<file path="src/rtl/fpu_uart_pkg.sv">
// Shared types and constants for the UART-to-FPU packet receiver.
// The bit-level FSM state encoding and packet framing limits live here.
package fpu_uart_pkg;

   typedef enum logic [2:0] {
      IDLE      = 3'd0,
      START     = 3'd1,
      DATA      = 3'd2,
      STOP      = 3'd3,
      WAIT_HIGH = 3'd4
   } rx_state_t;

   localparam int PKT_BYTES        = 5;
   localparam int MIN_CLKS_PER_BIT = 4;
   localparam int TIMEOUT_BITS     = 20;

   // Very short bit periods leave no room for a mid-bit sample, so floor them.
   function automatic logic [15:0] clamp_cpb(input logic [15:0] cpb);
      return (cpb < 16'(MIN_CLKS_PER_BIT)) ? 16'(MIN_CLKS_PER_BIT) : cpb;
   endfunction

endpackage

</file>
<file path="src/rtl/uart_rx_byte.sv">
// 8N1 UART byte receiver: 2-flop synchronizer, mid-bit sampling FSM,
// registered byte_valid / frame_err pulses.
//
// state     | meaning
// ----------+-----------------------------------------------------------
// IDLE      | line high, waiting for a falling edge on rxs
// START     | counting to the middle of the start bit, glitch check
// DATA      | sampling 8 data bits LSB first, one per bit period
// STOP      | sampling the stop bit; high = good byte, low = frame error
// WAIT_HIGH | after a frame error, hold until the line returns high
module uart_rx_byte
   import fpu_uart_pkg::*;
(
   input  logic        clk,
   input  logic        rst_l,
   input  logic        r_Rx_Serial,
   input  logic [15:0] CLKS_PER_BIT,
   output logic        byte_valid,
   output logic [7:0]  byte_data,
   output logic        frame_err,
   output logic        rx_idle,
   output logic [15:0] clks_bit
);

   logic        sync_1;
   logic        rxs;
   logic [1:0]  live;
   logic        seen_high;
   rx_state_t   state;
   rx_state_t   state_nxt;
   logic [15:0] cnt;
   logic [15:0] c_lat;
   logic [15:0] c_in;
   logic [2:0]  bit_idx;
   logic [7:0]  shreg;
   logic        tick;
   logic        start_det;
   logic        shift_en;
   logic        good_stop;
   logic        bad_stop;

   assign c_in     = clamp_cpb(CLKS_PER_BIT);
   assign tick     = (cnt == 16'd0);
   assign rx_idle  = (state == IDLE);
   assign clks_bit = c_lat;

   // Synchronizer resets high; a start is only accepted once rxs has
   // genuinely been seen high after reset, so a line stuck low is ignored.
   always_ff @(posedge clk or negedge rst_l) begin
      if (!rst_l) begin
         sync_1    <= 1'b1;
         rxs       <= 1'b1;
         live      <= 2'b00;
         seen_high <= 1'b0;
      end else begin
         sync_1 <= r_Rx_Serial;
         rxs    <= sync_1;
         live   <= {live[0], 1'b1};
         if (live[1] && rxs) seen_high <= 1'b1;
      end
   end

   assign start_det = seen_high && !rxs;

   always_ff @(posedge clk or negedge rst_l) begin
      if (!rst_l) state <= IDLE;
      else        state <= state_nxt;
   end

   always_comb begin
      state_nxt = state;
      case (state)
         IDLE:      if (start_det) state_nxt = START;
         START:     if (tick) state_nxt = rxs ? IDLE : DATA;
         DATA:      if (tick && (bit_idx == 3'd7)) state_nxt = STOP;
         STOP:      if (tick) state_nxt = rxs ? IDLE : WAIT_HIGH;
         WAIT_HIGH: if (rxs) state_nxt = IDLE;
         default:   state_nxt = IDLE;
      endcase
   end

   always_comb begin
      shift_en  = 1'b0;
      good_stop = 1'b0;
      bad_stop  = 1'b0;
      case (state)
         DATA: shift_en = tick;
         STOP: begin
            good_stop = tick && rxs;
            bad_stop  = tick && !rxs;
         end
         default: ;
      endcase
   end

   always_ff @(posedge clk or negedge rst_l) begin
      if (!rst_l) begin
         cnt        <= 16'd0;
         c_lat      <= 16'd0;
         bit_idx    <= 3'd0;
         shreg      <= 8'd0;
         byte_valid <= 1'b0;
         byte_data  <= 8'd0;
         frame_err  <= 1'b0;
      end else begin
         byte_valid <= good_stop;
         frame_err  <= bad_stop;
         if (good_stop) byte_data <= shreg;
         if (shift_en) begin
            shreg   <= {rxs, shreg[7:1]};
            bit_idx <= bit_idx + 3'd1;
         end
         case (state)
            IDLE: begin
               if (start_det) begin
                  c_lat   <= c_in;
                  cnt     <= (c_in >> 1) - 16'd1;
                  bit_idx <= 3'd0;
               end
            end
            START, DATA, STOP: begin
               if (tick) cnt <= c_lat - 16'd1;
               else      cnt <= cnt - 16'd1;
            end
            default: cnt <= 16'd0;
         endcase
      end
   end

endmodule

</file>
<file path="src/rtl/fpu_uart_pkt_rx.sv">
// Assembles 5-byte FPU command packets (opcode, op_a, op_b) from the UART
// byte stream, with an inter-byte timeout and a valid/ready output stage.
module fpu_uart_pkt_rx
   import fpu_uart_pkg::*;
(
   input  logic        clk,
   input  logic        rst_l,
   input  logic        r_Rx_Serial,
   input  logic [15:0] CLKS_PER_BIT,
   output logic        pkt_valid,
   input  logic        pkt_ready,
   output logic [7:0]  pkt_opcode,
   output logic [15:0] pkt_op_a,
   output logic [15:0] pkt_op_b,
   output logic        byte_valid,
   output logic [7:0]  byte_data,
   output logic        frame_err,
   output logic        overrun
);

   logic        rx_idle;
   logic [15:0] clks_bit;
   logic [2:0]  idx;
   logic [31:0] shadow;
   logic [20:0] to_cnt;
   logic [20:0] to_reload;
   logic        complete;
   logic        load;
   logic        timeout;

   uart_rx_byte u_rx (
      .clk          (clk),
      .rst_l        (rst_l),
      .r_Rx_Serial  (r_Rx_Serial),
      .CLKS_PER_BIT (CLKS_PER_BIT),
      .byte_valid   (byte_valid),
      .byte_data    (byte_data),
      .frame_err    (frame_err),
      .rx_idle      (rx_idle),
      .clks_bit     (clks_bit)
   );

   assign complete  = byte_valid && (idx == 3'(PKT_BYTES - 1));
   assign load      = complete && (!pkt_valid || pkt_ready);
   assign to_reload = 21'(clks_bit) * 21'(TIMEOUT_BITS);
   assign timeout   = (idx != 3'd0) && (to_cnt == 21'd0) && rx_idle;

   always_ff @(posedge clk or negedge rst_l) begin
      if (!rst_l) begin
         idx    <= 3'd0;
         shadow <= 32'd0;
      end else if (frame_err || timeout) begin
         idx    <= 3'd0;
         shadow <= 32'd0;
      end else if (byte_valid) begin
         if (complete) begin
            idx <= 3'd0;
         end else begin
            idx    <= idx + 3'd1;
            shadow <= {shadow[23:0], byte_data};
         end
      end
   end

   // Counts down from the last good byte; parks at zero until a new byte.
   always_ff @(posedge clk or negedge rst_l) begin
      if (!rst_l)                  to_cnt <= 21'd0;
      else if (byte_valid)         to_cnt <= to_reload;
      else if (to_cnt != 21'd0)    to_cnt <= to_cnt - 21'd1;
   end

   always_ff @(posedge clk or negedge rst_l) begin
      if (!rst_l) begin
         pkt_valid  <= 1'b0;
         pkt_opcode <= 8'd0;
         pkt_op_a   <= 16'd0;
         pkt_op_b   <= 16'd0;
         overrun    <= 1'b0;
      end else begin
         overrun <= complete && pkt_valid && !pkt_ready;
         if (load) begin
            pkt_valid  <= 1'b1;
            pkt_opcode <= shadow[31:24];
            pkt_op_a   <= shadow[23:8];
            pkt_op_b   <= {shadow[7:0], byte_data};
         end else if (pkt_ready) begin
            pkt_valid <= 1'b0;
         end
      end
   end

endmodule
</file>
<file path="config.mk">
export PLATFORM = sky130hd
export DESIGN_NAME = fpu_uart_pkt_rx
export DESIGN_NICKNAME = d
export VERILOG_FILES = /design/src/rtl/fpu_uart_pkg.sv /design/src/rtl/uart_rx_byte.sv /design/src/rtl/fpu_uart_pkt_rx.sv
export SDC_FILE = /design/constraint.sdc
export NUM_CORES = 1
export LEC_CHECK = 0
export BUFFER_PORTS_ARGS = -buffer_cell sky130_fd_sc_hd__buf_2
export CAP_MARGIN = 10
export CORE_UTILIZATION = 24
export CTS_CLUSTER_DIAMETER = 80
export DETAILED_ROUTE_END_ITERATION = 7
export PLACE_DENSITY = 0.38
export REMOVE_ABC_BUFFERS = 1
export SLEW_MARGIN = 25
export SYNTH_ARGS = -nofsm -noshare
export SYNTH_HDL_FRONTEND = slang
export SYNTH_HIERARCHICAL = 1
export SYNTH_SLANG_ARGS = --single-unit
</file>
<file path="constraint.sdc">
create_clock -name clk -period 2.7 [get_ports clk]
set_input_delay 0.54 -clock clk [delete_from_list [all_inputs] [get_ports clk]]
set_output_delay 0.54 -clock clk [all_outputs]
set_load 0.01 [all_outputs]
</file>
---- Word-level counts from Yosys, hierarchy flattened ----
Index checks and enable logic that the tools add are counted.
cells by class
  reductions and logical operators ........ 28
  add/sub/neg operators ................... 6
  eq/ne operators ......................... 12
  muxes and demuxes ....................... 28
  multiply operators ...................... 1
  order comparisons ....................... 1
operators with widths
  kind                     count
  $mux W32                 3
  $mux W16                 3
  $mux W21                 2
  $mux W3                  12
  $pmux W16 S2             1
  $sub A16 B1 Y16 const B  2
  $logic_not A21 Y1        1
  $reduce_bool A21 Y1      1
  $sub A21 B1 Y21 const B  1
  $mul A16 B3 Y19 const B  1
  $logic_not A16 Y1        1
  $lt A16 B3 Y1 const B    1
  $sub A15 B1 Y16 const B  1
  $pmux W3 S5              1
  $ne A2 B1 Y1 const B     6
  $logic_and A1 B1 Y1      11
  $eq A3 B3 Y1 const B     3
  $add A3 B1 Y3 const B    2
  $eq A3 B2 Y1 const B     2
  $reduce_bool A2 Y1       3
  $mux W1                  5
  $reduce_and A5 Y1        1
  $reduce_and A2 Y1        2
  $eq A3 B1 Y1 const B     1
  6 further kinds          9
storage, ports and cells
  output and inout port bits .............. 52
  bits of input ports ..................... 20
  register bits after elaboration ......... 159

---- Depth between registers and ports, before layout ----
Gate-level depths: netlist (run 1).
  depth in word-level cells ............... 6
  gate-level depth with buffers ........... 11
  gate-level depth less buffers ........... 10

---- Modules after synthesis ----
The synthesis (run 1) kept the hierarchy.
modules (own cells, without submodules)
  module           instances  area an instance (um^2)  sequential area each (um^2)  cells each
  fpu_uart_pkt_rx  1          5023.6                   2452.4                       480
  uart_rx_byte     1          3216.8                   1529.0                       325

---- Worst setup path after synthesis (run 1) ----
No wires, ideal clock.
  path type ............................... register to register
  start ................................... register u_rx.c_lat[1], in the netlist u_rx/clks_bit[1]
  end ..................................... register to_cnt[17]
  period minus slack after synthesis ...... 2.547 ns
  cell stages (with the launch flop) ...... 10
  path buffers ............................ 0
  setup slack ............................. 0.153 ns
  setup time .............................. 0.121 ns
  arrival time ............................ 2.426 ns
  data required time ...................... 2.579 ns
  path through ............................ dfrtp_1 > ha_1 > ha_1 > fa_1 > a211oi_1 > nor2_1 > o21ai_0 > a32oi_1 > xor2_1 > a22o_1
on the way
  cells in the longest elaborated chain, start to end .. 2
ends and longest elaborated chain
  item                    line                   source
  start, declared         uart_rx_byte.sv:32     logic [15:0] c_lat;
  start signal, assigned  uart_rx_byte.sv:116    c_lat <= c_in;
  $mul A16 B3 Y19         fpu_uart_pkt_rx.sv:45  assign to_reload = 21'(clks_bit) * 21'(TIMEOUT_BITS);
  $mux W21                fpu_uart_pkt_rx.sv:68  else if (byte_valid) to_cnt <= to_reload;
  end signal, assigned    fpu_uart_pkt_rx.sv:68
  end signal, assigned    fpu_uart_pkt_rx.sv:69  else if (to_cnt != 21'd0) to_cnt <= to_cnt - 21'd1;
  end, declared           fpu_uart_pkt_rx.sv:25  logic [20:0] to_cnt;
Every way passes these cells.
A chain may end at the register's enable or synchronous reset.

---- Worst setup path after layout (run 1) ----
  start ................................... register u_rx.c_lat[3], in the netlist u_rx/clks_bit[3]
  end ..................................... register to_cnt[14]
Same word-level chain as after synthesis.

==> results.toml, run 1 <==
[layout]
diodes = 0
syn2layout_area_growth_pct = 21.3
drive_above_1_share_pct = 26.0
layout.nets = 966

[clocking]
cts_buffer_depth = 2
post_cts.repair.setup_buffers = 0
cts_buffers = 17
cts.sinks = 159
cts_tree = "yes"
clkLatencyLatePin_ps = 440
cts-root-buf = "clkbuf_16"
ctsHoldBuffers = 0
clk_pin_slew_ps = 70
h-tree-depth = 4

[synth]
syn-cell-area_um2 = 8240
post_synth_num_cell_types = 77
synthTopCellsByCount = "dfrtp_1 (157), nand2_1 (149), mux2_2 (60)"
async_reset_ff_share_pct = 100
synth_area_leaders = "dfrtp_1 (48%), mux2_2 (8.2%), nand2_1 (6.8%)"
synth_cells = 805
yosys_warnings = 6
synth_edf_count = 0
synth_most_common_cell = "dfrtp_1"
synth_seq_area_share_pct = 48.3
synth_top_area_share_pct = 47.7
synth_area_per_cell_um2 = 10.2
ys.flop_type = "dfrtp_1"
synth_top_area_cell = "dfrtp_1"
ys_seq_elements = 159

[timing]
slew_viol_final = 0
max_slew_margin_pct = 54.4
fin_crit_ps = 2520
setup_ws_ps = 177
fin_crit_sh_pct = 93.4
worstMarginPinSlew_ps = 678
fin_worst_skew_ps = 12.9
max_freq_ghz = 0.396
tns_ps = 0
rsz0062_at_grt = "no"
holdWs_ps = 33.5
setup-violations-final = 0
hold_viol = 0

[floorplan]
rows = 67
die_h_um = 187
fp.dieArea_um2 = 35100
ioPinCount = 72
core-area_um2 = 33600
die_w_um = 187
start_util_pct = 24.5

[outcome]
status = "finished, final reports clean"

[setup_path]
required_ps = 3030
endpoint_kind = "register"
worstSetupPathType = "reg2reg"
path_buf_inv = 1
critical_path.top_delay_family = "compound AO/OA/AOI/OAI gates"
crit_slowest_cell = "a211oi_1"
crit_fanout = 5
cp_common_cell = "ha_1"
cpPeakStageDelay_ps = 440
worst_setup_path_start_kind = "register"
worstPathArrival_ps = 2850
crit_chain = "buf_4, ha_1, ha_1, a211oi_1, o211ai_1, nand2_1, o21ai_0, xor2_1, a22o_1"

[global_routing]
grt_usage_pct = 12.9
grt-ovfl-total = 0
grt_pass1_vias = 6418
antenna_found_initial = 0
grt_pass1_wl_um = 35600
grt_max_degree = 53

[min_path]
hold_path.class = "in2async"

[drt]
drc = 0
ant_nets = 0
first_iter_violations = 309
routedWlPerCell_um = 15.9
firstDrtPassIters = 4
vias = 6255
wl_um = 21700
avgViaCountPerCell = 4.57

[placed_design]
place_ws_ps = -108
port_buffers = 71
place_congestion = 0.827
dp_hpwl_um = 15400

[pwr]
peakVddDrop_mv = 0.444
p_leak_uw = 0.00475
power_density_nw_per_um2 = 741

[run]
drv_cap = 0
==> state kept, by name, summed over array words and instances (netlist names) <==
signal           cells
shadow              32
to_cnt              21
pkt_op_a            16
pkt_op_b            16
u_rx/clks_bit       16
u_rx/cnt            16
pkt_opcode           8
u_rx/byte_data       8
u_rx/shreg           8
idx                  3
u_rx/bit_idx         3
u_rx/state           3
u_rx/live            2
overrun              1
pkt_valid            1
u_rx/byte_valid      1
u_rx/frame_err       1
u_rx/rxs             1
u_rx/seen_high       1
u_rx/sync_1          1
==> worst paths after layout <==
path                                  start            to  slack [ps]  cells past startpoint
max reg2reg                u_rx/clks_bit[3]    to_cnt[14]         180                      9
max in group asynchronous             rst_l     to_cnt[0]        1900                      2
max                        u_rx/clks_bit[3]    to_cnt[14]         180                      9
min in group clk                r_Rx_Serial   u_rx/sync_1         200                      1
min                                   rst_l   u_rx/cnt[9]          30                      1
min reg2reg                    u_rx/live[0]  u_rx/live[1]         350                      0
==> logic make-up (layout without fill, tap and decap cells) <==
group	count (synthesis)	count (layout)	synth area share (%)
fa+ha+maj	36	36	5.56
flops	159	159	48.3
compound gates	169	169	13.8
other cells	1	1	0.0455
mux	69	69	9.31
buf+inv	50	167	3.31
simple gates	285	285	15.8
xor+xnor	36	36	3.83
==> per-stage QoR <==
| stage | total power, uW | instances | cell area (um^2) | utilization, % |
|---|---|---|---|---|
| 5_1_grt | 7870 | 1370 | 9990 | 29.7 |
| 6_report | 7410 | 1370 | 9990 | 29.7 |
| 3_3_place_gp | 4990 | 1339 | 9390 | 27.9 |
| 2_1_floorplan | 4210 | 766 | 8010 | - |
| 3_5_place_dp | 4960 | 1339 | 9390 | 27.9 |
| 4_1_cts | 7500 | 1370 | 9980 | 29.7 |
==> area by class of cell <==
| type | instances | area, um^2 |
|---|---|---|
| clock buffers | 19 | 443 |
| clock inverters | 12 | 146 |
| multi-input cells | 596 | 4010 |
| well taps | 448 | 561 |
| inverters | 11 | 41.3 |
| fillers | 3560 | 23600 |
| repair buffers | 125 | 817 |
| flip-flops and latches | 159 | 3980 |
==> power by group <==
part	total, uW	switching [uW]	internal (uW)
sequential	2780	215	2560
combinational	2150	1180	972
clock	2480	1070	1410
total	7410	2470	4940
==> what timing repair did <==
item	CTS	global route
endpoints found under the setup margin	1	6
gates resized for setup	1	3
pin swaps	0	0
==> worst register-to-register path: stages, from the launching register on <==
cell      delay [ps]
dfrtp_1          380
buf_4            160
ha_1             300
ha_1             260
a211oi_1         440
o211ai_1         160
nand2_1          200
o21ai_0          140
xor2_1           180
a22o_1           190
==> metal layers <==
metal / part of all wire (%) / track usage [%] / vias up
met2: 45 / 19.6 / 97
met3: 3.2 / 2.65 / 24
met4: 1.8 / 4.76 / 0
li1: - / - / 3071
met5: 0 / 0 / -
met1: 50 / 17.8 / 3063
==> cell usage in the layout (no fill, tap or decap), types with 9 or more instances in the layout <==
master       n
a21oi_1     53
buf_2       70
buf_4       50
clkbuf_16   17
dfrtp_1    157
ha_1        35
inv_1       11
mux2_2      60
nand2_1    149
nor2_1      52
nor3_1      27
o21ai_0     33
xnor2_1     27
xor2_1       9
(Power assumes the default switching activity.)
==> run 2, diff against run 1 <==
CORE_UTILIZATION = 54   (was 24)
PLACE_DENSITY = 0.74   (was 0.38)
==> results.toml, run 2 (synthesis gave the netlist of run 1 again) <==
[outcome]
status = "complete, but fails checks"
failed_checks = "DRC"

[clocking]
clkLatencyLatePin_ps = 420
h-tree-depth = 4
cts.sinks = 159
cts-root-buf = "clkbuf_16"
cts_buffer_depth = 2
post_cts.repair.setup_buffers = 0
ctsHoldBuffers = 0
cts_buffers = 17
clk_pin_slew_ps = 70
cts_tree = "yes"

[layout]
syn2layout_area_growth_pct = 15.4
regMostFlops = "shadow"
drive_above_1_share_pct = 24.2
largest_reg_flops = 32
nFillCells = 1126
final_common_cell = "dfrtp_1"
top_regs = "shadow: 32 flops, to_cnt: 21 flops"
most-common-layout-cells = "dfrtp_1 (157), nand2_1 (149), buf_2 (70), mux2_2 (60)"
register_area_um2 = 3980
layout.nets = 944
multi_input_area_um2 = 4000
diodes = 0

[drt]
vias = 6247
ant_nets = 0
firstDrtPassIters = 8
avgViaCountPerCell = 5.76
routedWlPerCell_um = 16.2
first_iter_violations = 471
drc = 5
wl_um = 17600

[floorplan]
fp.dieArea_um2 = 15800
core-area_um2 = 14700
ioPinCount = 72
die_w_um = 126
start_util_pct = 56.1
die_h_um = 126
rows = 44

[setup_path]
r2r_start = "u_rx/cnt[7]"
crit_fanout = 5
worst_setup_path_start_kind = "register"
required_ps = 3060
worstPathArrival_ps = 2890
endpoint_kind = "register"
crit_start = "u_rx/cnt[7]"
worstSetupPathType = "reg2reg"

[timing]
hold_viol = 0
setup_ws_ps = 169
fin_crit_sh_pct = 93.8
holdWs_ps = 64.1
setup-violations-final = 0
fin_worst_skew_ps = 12.8
worstMarginPinSlew_ps = 627
slew_viol_final = 0
max_freq_ghz = 0.395
max_slew_margin_pct = 58.2
rsz0062_at_grt = "no"
fin_crit_ps = 2530

[placed_design]
dp_hpwl_um = 12200
port_buffers = 71
place_congestion = 0.900
place_ws_ps = 58.9

[global_routing]
grt_pass1_wl_um = 30800
grt_pass1_vias = 6279
grt_max_degree = 57
grt-ovfl-total = 0
grt_usage_pct = 24.3
antenna_found_initial = 0

[pwr]
peakVddDrop_mv = 0.646
finalPower_uw = 7220
power_density_nw_per_um2 = 759
p_leak_uw = 0.00466

[run]
drv_cap = 0

[min_path]
hold_path.class = "in2async"
-- run 2: changes by cell type in the layout (fill, tap and decap cells not counted), sizes merged --
cell,change
clkinv,+4
inv,+1
clkinvlp,-2
clkbuf,-2
buf,-22
-- run 2: worst paths after layout --
| kind | end | slack (ps) | cells past startpoint |
|---|---|---|---|
| worst min-delay path | u_rx/cnt[13] | 60 | 1 |
| worst max-delay path | u_rx/cnt[14] | 170 | 10 |
| min in group clk | u_rx/sync_1 | 210 | 1 |
| worst min register to register | u_rx/live[1] | 350 | 0 |
| max in group asynchronous | shadow[21] | 1980 | 2 |
| worst max register to register | u_rx/cnt[14] | 170 | 10 |
-- run 2: what timing repair did --
| action | 4_1_cts | 5_1_grt |
|---|---|---|
| resized for setup | 0 | 2 |
| hold endpoints to repair | 0 | 0 |
| endpoints found under the setup margin | 0 | 2 |
-- run 2: metrics by stage --
| stage | setup TNS, ps | utilization [%] | instances | area, um^2 |
|---|---|---|---|---|
| after global placement | 0 | 60.5 | 1053 | 8890 |
| after detailed placement | 0 | 60.5 | 1053 | 8890 |
| after CTS | 0 | 64.7 | 1085 | 9510 |
| after floorplan | -35540 | - | 766 | 8010 |
| final | 0 | 64.7 | 1085 | 9510 |
| after global routing | 0 | 64.7 | 1085 | 9510 |
-- run 2: layout make-up --
cell class                      count  area share, %
Multi-Input combinational cell    596           42.0
Sequential cell                   159           41.9
Timing Repair Buffer              103           6.72
Clock buffer                       17           4.47
Tap cell                          184           2.42
Clock inverter                     15           2.05
Inverter                           11          0.434
-- run 2: routing by layer --
layer,vias to the layer above,track usage (%),share of wire [%]
met5,-,0,0
met4,0,8.82,1.6
met3,28,4.62,4.1
met2,163,37.5,46
met1,3014,34.4,48
li1,3042,-,-
-- run 2: power by group --
part           internal [uW]  switching, uW
Clock                   1420           1080
Sequential              2560            232
Combinational            884           1050
Total                   4860           2360
-- run 2: worst max-delay path, stage by stage, from the launching register on --
cell and delay (ps):
dfrtp_1 420, nor4_2 380, nand4_2 160, nor2_1 250, a21oi_1 100, mux2_2 280
ha_1 210, o311ai_2 140, nor2_1 150, a211o_1 310, nand3_1 60
==> run 3, diff against run 2 <==
--- a/config.mk
+++ b/config.mk
@@ -9,2 +9,3 @@
 export CAP_MARGIN = 10
+export CORE_MARGIN = 2
 export CORE_UTILIZATION = 54
@@ -13,3 +14,2 @@
 export PLACE_DENSITY = 0.74
-export REMOVE_ABC_BUFFERS = 1
 export SLEW_MARGIN = 25
--- a/constraint.sdc
+++ b/constraint.sdc
@@ -3,2 +3,2 @@
 set_output_delay 0.54 -clock clk [all_outputs]
-set_load 0.01 [all_outputs]
+set_load 0.005 [all_outputs]
==> results.toml, run 3 (synthesis gave the netlist of run 1 again) <==
[clocking]
cts.sinks = 159
clk_pin_slew_ps = 70
clkLatencyLatePin_ps = 430
ctsHoldBuffers = 0
post_cts.repair.setup_buffers = 0
cts_tree = "yes"
h-tree-depth = 4
post_cts_resized = 0
cts-root-buf = "clkbuf_16"
cts_buffers = 17
cts_buffer_depth = 2

[floorplan]
start_util_pct = 54.8
fp.dieArea_um2 = 16300
die_w_um = 128
core-area_um2 = 15000
ioPinCount = 72
die_h_um = 128
rows = 45

[run]
drv_cap = 0

[layout]
diodes = 0
syn2layout_area_growth_pct = 15.0
final_common_cell = "dfrtp_1"
layout.nets = 942
most-common-layout-cells = "dfrtp_1 (157), nand2_1 (149), buf_2 (70), mux2_2 (60), a21oi_1 (53)"
fin_cells = 1087
largest_reg_flops = 32
drive_above_1_share_pct = 24.0
top_regs = "shadow: 32 flops, to_cnt: 21 flops"
regMostFlops = "shadow"

[synth]
syn_nets = 861

[setup_path]
endpoint_kind = "register"
worstPathArrival_ps = 2880
worst_setup_path_start_kind = "register"
required_ps = 3020
worstSetupPathType = "reg2reg"
crit_fanout = 3

[drt]
routedWlPerCell_um = 16.3
vias = 6214
wl_met3_um = 812
wl_met2_um = 8320
avgViaCountPerCell = 5.72
first_iter_violations = 454
wl_um = 17800
m1WireLength_um = 8390
routed.top_layer = "met4"
drc = 0
ant_nets = 0
firstDrtPassIters = 5

[timing]
setup-violations-final = 0
slew_viol_final = 0
hold_viol = 0
max_slew_margin_pct = 54.8
rsz0062_at_grt = "no"
worstMarginPinSlew_ps = 678
max_freq_ghz = 0.391
fin_crit_sh_pct = 94.8
fin_crit_ps = 2560
fin_worst_skew_ps = 7.31
tns_ps = 0

[global_routing]
antenna_found_initial = 0
grt_pass1_vias = 5854
grt_usage_pct = 22.8
grt_pass1_wl_um = 29800
grt_max_degree = 72
grt-ovfl-total = 0

[pwr]
power_density_nw_per_um2 = 746
peakVddDrop_mv = 0.460
p_leak_uw = 0.00463
finalPower_uw = 7070

[placed_design]
port_buffers = 71
dp.cells = 1055
place_congestion = 0.942
dp_hpwl_um = 12300

[min_path]
hold_path.class = "in2async"

[outcome]
status = "finished, final reports clean"
run 3: critical path, stage by stage, from the launching register on:
cell and delay [ps]:
dfrtp_1 380, ha_1 300, ha_1 240, fa_1 400, a211oi_1 310, nor2_1 130
o21ai_1 220, a32oi_1 140, xor2_1 160, a22o_1 180
run 3: path summary, 6_finish.rpt:
kind,startpoint,endpoint,slack (ps),cells after the start
worst min register to register,u_rx/live[0],u_rx/live[1],350,0
max in group asynchronous,rst_l,pkt_opcode[1],1920,2
worst max register to register,u_rx/clks_bit[1],to_cnt[17],140,9
min in group clk,r_Rx_Serial,u_rx/sync_1,200,1
worst min-delay path,rst_l,u_rx/cnt[15],100,1
worst max-delay path,u_rx/clks_bit[1],to_cnt[17],140,9
run 3: area by class of cell:
type | count | area (um^2)
well taps | 188 | 235
fillers | 1199 | 5550
clock buffers | 17 | 425
inverters | 11 | 41.3
multi-input cells | 596 | 4000
flip-flops and latches | 159 | 3980
repair buffers | 101 | 637
clock inverters | 15 | 163
run 3: routing by layer:
layer	global-route usage [%]	vias up
met2	34.2	161
met3	4.82	23
met5	0	-
li1	-	3022
met1	33.4	3008
met4	7.18	0
run 3: report_power, final:
| part | total [uW] | internal (uW) | switching [uW] | leakage, uW |
|---|---|---|---|---|
| clock network | 2340 | 1240 | 1100 | 0.000279 |
| registers | 2790 | 2560 | 229 | 0.00213 |
| logic | 1940 | 877 | 1070 | 0.00222 |
run 3: per-stage QoR:
step           cell area [um^2]  setup slack, ps  utilization [%]  hold WS (ps)
2_1_floorplan              8240              153                -           244
3_3_place_gp               8890             85.9             59.1           334
3_5_place_dp               8890             27.6             59.1           335
4_1_cts                    9480             54.6             63.0           136
5_1_grt                    9480             16.8             63.1           168
6_report                   9480              141             63.1          98.4
